### src/rtl/i2s_tx_stereo16.sv
// I2S stereo 16-bit transmitter: one-pair holding buffer, realigns on every lrck edge,
// sends each sample MSB first one bck after the lrck change and pads the 32-bit slot with zeros.
module i2s_tx_stereo16 (
    input  logic        clk,
    input  logic        resetn,
    input  logic        bck,
    input  logic        lrck,
    input  logic [15:0] din_left,
    input  logic [15:0] din_right,
    input  logic        din_valid,
    output logic        din_ready,
    output logic        sdata,
    output logic        underrun,
    output logic        sync_error,
    output logic        active
);

    typedef enum logic [1:0] {ALIGN, LEFT, RIGHT} state_t;

    typedef struct packed {
        logic [15:0] l;
        logic [15:0] r;
    } pair_t;

    state_t      state, state_d;
    logic [2:0]  bck_sync;
    logic [1:0]  lrck_sync;
    logic        lrck_s, lrck_r;
    logic        bck_rise, bck_fall;
    logic        boundary, left_bnd;
    logic        accept;
    pair_t       hold;
    logic        full;
    pair_t       cur;
    logic [15:0] word;
    logic [4:0]  bit_cnt;
    logic [5:0]  rise_cnt;

    // Two flops for metastability, the third only for edge detection.
    always_ff @(posedge clk or negedge resetn) begin
        if (!resetn) begin
            bck_sync  <= '0;
            lrck_sync <= '0;
        end else begin
            bck_sync  <= {bck_sync[1:0], bck};
            lrck_sync <= {lrck_sync[0], lrck};
        end
    end

    assign bck_rise = bck_sync[1] & ~bck_sync[2];
    assign bck_fall = ~bck_sync[1] & bck_sync[2];
    assign lrck_s   = lrck_sync[1];
    assign boundary = bck_rise && (lrck_s != lrck_r);
    assign left_bnd = boundary && !lrck_s;
    assign accept   = din_valid && din_ready;
    assign active   = (state != ALIGN);
    assign word     = (state == RIGHT) ? cur.r : cur.l;

    always_ff @(posedge clk or negedge resetn) begin
        if (!resetn) state <= ALIGN;
        else         state <= state_d;
    end

    always_comb begin
        state_d = state;
        if (boundary) begin
            case (state)
                ALIGN:   if (!lrck_s) state_d = LEFT;
                default: state_d = lrck_s ? RIGHT : LEFT;
            endcase
        end
    end

    always_ff @(posedge clk or negedge resetn) begin
        if (!resetn) lrck_r <= 1'b0;
        else if (bck_rise) lrck_r <= lrck_s;
    end

    // An accept colliding with an empty-buffer load is kept for the next frame.
    always_ff @(posedge clk or negedge resetn) begin
        if (!resetn) begin
            hold      <= '0;
            full      <= 1'b0;
            din_ready <= 1'b0;
            cur       <= '0;
            underrun  <= 1'b0;
        end else begin
            if (accept) begin
                hold <= '{l: din_left, r: din_right};
                full <= 1'b1;
            end else if (left_bnd) begin
                full <= 1'b0;
            end
            din_ready <= !(accept || (full && !left_bnd));
            if (left_bnd)
                cur <= full ? hold : '0;
            underrun <= left_bnd && !full;
        end
    end

    always_ff @(posedge clk or negedge resetn) begin
        if (!resetn) begin
            bit_cnt <= '0;
            sdata   <= 1'b0;
        end else begin
            if (boundary)
                bit_cnt <= '0;
            else if (bck_fall && state != ALIGN && bit_cnt != 5'd31)
                bit_cnt <= bit_cnt + 5'd1;
            // 15 - bit_cnt on four bits is the bitwise inverse.
            if (state == ALIGN)
                sdata <= 1'b0;
            else if (bck_fall)
                sdata <= bit_cnt[4] ? 1'b0 : word[~bit_cnt[3:0]];
        end
    end

    always_ff @(posedge clk or negedge resetn) begin
        if (!resetn) begin
            rise_cnt   <= '0;
            sync_error <= 1'b0;
        end else begin
            if (bck_rise)
                rise_cnt <= boundary ? 6'd0 : (rise_cnt == 6'd63 ? 6'd63 : rise_cnt + 6'd1);
            sync_error <= boundary && state != ALIGN && rise_cnt != 6'd31;
        end
    end

endmodule
### config.mk
export PLATFORM = sky130hd
export DESIGN_NAME = i2s_tx_stereo16
export DESIGN_NICKNAME = d
export VERILOG_FILES = /design/src/rtl/i2s_tx_stereo16.sv
export SDC_FILE = /design/constraint.sdc
export NUM_CORES = 1
export LEC_CHECK = 0
export ABC_AREA = 1
export BUFFER_PORTS_ARGS = -buffer_cell sky130_fd_sc_hd__clkbuf_2
export CORE_AREA = 10 10 103 105
export CTS_CLUSTER_DIAMETER = 60
export DETAILED_ROUTE_END_ITERATION = 6
export DIE_AREA = 0 0 113 115
export PLACE_DENSITY_LB_ADDON = 0.3
export SETUP_SLACK_MARGIN = 0.02
export SLEW_MARGIN = 5
export SYNTH_ARGS = -nofsm -noshare
export SYNTH_HDL_FRONTEND = slang
export SYNTH_SLANG_ARGS = --single-unit
### constraint.sdc
create_clock -name clk -period 2.2 [get_ports clk]
set_clock_uncertainty 0.15 [all_clocks]
set_input_delay 0 -clock clk [delete_from_list [all_inputs] [get_ports clk]]
set_output_delay 0 -clock clk [all_outputs]
set_load 0.03 [all_outputs]
==> summary.txt <==
Share of layout cells above drive strength 1 -> 0.2311
Cells after DPL -> 532
Max-cap violations -> 0
Pre-antenna DRT Iters -> 4
CTS H-Tree Depth -> 3
Die Area -> 13000 sq um
Hold WC Path Type -> in2async
Core Area -> 8551 sq um
Met3 wire len -> 281 um
Io pins -> 42
RSZ-0062 raised after global routing -> false
Pre-CTS WS -> 0.3111 ns
Row count -> 34
Peak VDD IR -> 0.5945 mV
Post-synth cell types -> 24
CP startpoint kind -> flip-flop
Synth Instances -> 387
Worst path slowest cell -> dfrtp_1
Clock latency on the worst-skew pair -> 0.35 ns
Total grt overflow -> 0
Antenna violations before repair -> 0
Delay-heaviest family, CP -> simple AND/OR/NAND/NOR gates
CP most frequent cell -> ha_1
Fin cells -> 584
Die X -> 113 um
Synth warnings -> 0
Chip Height -> 115 um
Vias in the first global route -> 3024
# diodes -> 0
Buffers added on ports -> 41
Initial DRC Count -> 134
Vias per cell -> 4.976
WP buf/inv -> 1
Syn_area_per_cell -> 9.812 sq um
Worst EP required -> 2.29 ns
Post_cts resized -> 0
WL met2 -> 3876 um
DP Wirelength -> 5484 um
Sequential area share after synthesis -> 0.5799
CTS tree -> yes
Design Power -> 5.336 mW
Largest net degree at the start of global routing -> 37
DR top layer -> met4
Final Hold Viols -> 0
Slew Viols, Final -> 0
Critical Path Fanout Max -> 7
Crit path cell chain -> ha_1, inv_1, nor3_1, ha_1, nor2_1, nand4_1, o21ai_0, a21oi_1
Yosys reg bits -> 88
Starting density of the core -> 0.4441
Num Clock Sinks -> 88
Final GP Congestion -> 0.8768
Mapped Area -> 3797 sq um
Final WL -> 7889 um
Routed via count -> 2906
Setup tns final -> 0 ns
Final setup fails -> 0
Critical Path AT -> 2.02 ns
Max clock buf depth -> 2
Slowest stage delay, CP -> 0.47 ns
Slew headroom -> 0.6348
Status -> finished clean
Post-Place Cell Area -> 4150 sq um
Worst-Margin Slew -> 0.5470 ns
Num CTS Buffers -> 9
First-pass GRT wire length -> 13950 um
Final min period -> 1.930 ns
CP Class -> reg2reg
Clock slew at reported path FFs -> 0.09 ns
M1 wire length -> 3641 um
Post-route DRC -> 0
Final Instance Area -> 4717 sq um
GRT Overall Usage -> 0.1295
Crit share post-route -> 0.8773
Post-DRT Antenna Nets -> 0
PwrDens -> 1131 nW/um^2
Synth Net Count -> 427
Pleak -> 2.323 nW
Area delta synth->final -> 24.22%
Routed len/inst -> 13.51 um
Root Buffer -> clkbuf_8
Crit path capture type -> flip-flop
FMAX -> 518.1 MHz
Worst setup margin -> 0.2699 ns
Nets -> 511
worst paths after layout:
kind | startpoint | slack [ns] | to | cells past startpoint
worst max-delay path | bit_cnt[1]$_DFFE_PN0P_ | 0.27 | bit_cnt[3]$_DFFE_PN0P_ | 8
worst min-delay path | resetn | 0.04 | lrck_sync[0]$_DFF_PN0_ | 3
worst max register to register | bit_cnt[1]$_DFFE_PN0P_ | 0.27 | bit_cnt[3]$_DFFE_PN0P_ | 8
worst min register to register | bck_sync[0]$_DFF_PN0_ | 0.22 | bck_sync[1]$_DFF_PN0_ | 0
max in group asynchronous | resetn | 1.58 | hold[25]$_DFFE_PN0P_ | 3
min in group clk | din_valid | 0.04 | full$_DFFE_PN0P_ | 4
power breakdown:
part	internal (mW)	leakage [nW]	total [mW]	switching, mW
sequential	2.28	1.10	2.70	0.417
combinational	0.741	1.12	1.53	0.789
clock	0.534	0.102	1.11	0.575
cell families after synthesis:
logic type	share of synthesized area
AND/OR/NAND/NOR	0.2418
flip-flops	0.5799
buffers and inverters	0.04612
multiplexers	0.09489
AO/OA/AOI/OAI	0.02735
adder cells (fa/ha/maj)	0.009886
metal layers:
| metal | up-vias | GRT usage |
|---|---|---|
| met2 | 49 | 0.2154 |
| met1 | 1390 | 0.1568 |
| met5 | - | 0 |
| li1 | 1458 | - |
| met4 | 0 | 0.03638 |
| met3 | 9 | 0.04375 |
cells in the mapped netlist:
cell type,number,area (sq um)
nand2_1,109,409.1
inv_1,15,56.30
nor3_1,4,20.02
mux2_2,32,360.4
nand4_1,2,12.51
or2_2,1,6.260
buf_2,2,10.01
inv_2,4,15.01
nor2_4,2,22.52
nor3_4,1,16.27
a211oi_1,1,7.510
nor2_1,11,41.29
buf_1,3,11.26
dfrtp_1,88,2202
clkinv_1,1,3.750
buf_6,3,33.78
clkbuf_1,6,22.52
buf_4,3,22.52
o21ai_0,10,50.05
a21oi_1,5,25.02
nand3_1,78,390.4
o22ai_1,2,12.51
a311oi_1,1,8.760
ha_1,3,37.54
state kept, by name, summed over array words and instances, names as in the netlist, 2 cells and up:
name	count
hold	32
lrck_sync	2
cur	32
bck_sync	3
state	2
bit_cnt	5
rise_cnt	6
cell usage in the layout, fill, tap and decap left out, types with 3 or more instances in the layout:
master / Yosys / routed
clkbuf_2: 0 / 40
nor3_1: 4 / 4
inv_1: 15 / 15
inv_2: 4 / 4
ha_1: 3 / 3
clkbuf_8: 0 / 9
buf_4: 3 / 13
nand3_1: 78 / 78
nand2_1: 109 / 109
mux2_2: 32 / 32
dlygate4sd3_1: 0 / 35
a21oi_1: 5 / 5
nor2_1: 11 / 11
dfrtp_1: 88 / 88
o21ai_0: 10 / 10
metrics by stage:
step	hold WS, ns	utilization
2_1_floorplan	-0.4456	-
3_3_place_gp	-0.1803	0.4854
3_5_place_dp	-0.1837	0.4854
4_1_cts	0.02783	0.5517
5_1_grt	0.04909	0.5517
6_report	0.03929	0.5517
area by class of cell:
type                    instances  area [sq um]
inverters                      20         75.07
well taps                     108         135.1
multi-input cells             262          1420
clock buffers                  10         127.6
repair buffers                 90         688.2
fillers                       753          3834
clock inverters                 6         68.82
flip-flops and latches         88          2202
worst reg2reg max path: stages, from the launching register on:
cell	delay, ns
dfrtp_1	0.47
ha_1	0.23
inv_1	0.08
nor3_1	0.05
ha_1	0.17
nor2_1	0.29
nand4_1	0.16
o21ai_0	0.17
a21oi_1	0.05
repair_timing:
item | CTS | global route
endpoints found under the hold margin | 122 | 0
hold buffers | 36 | 0
setup buffers | 0 | 0
No activity file was read; power rests on OpenSTA's default activity.
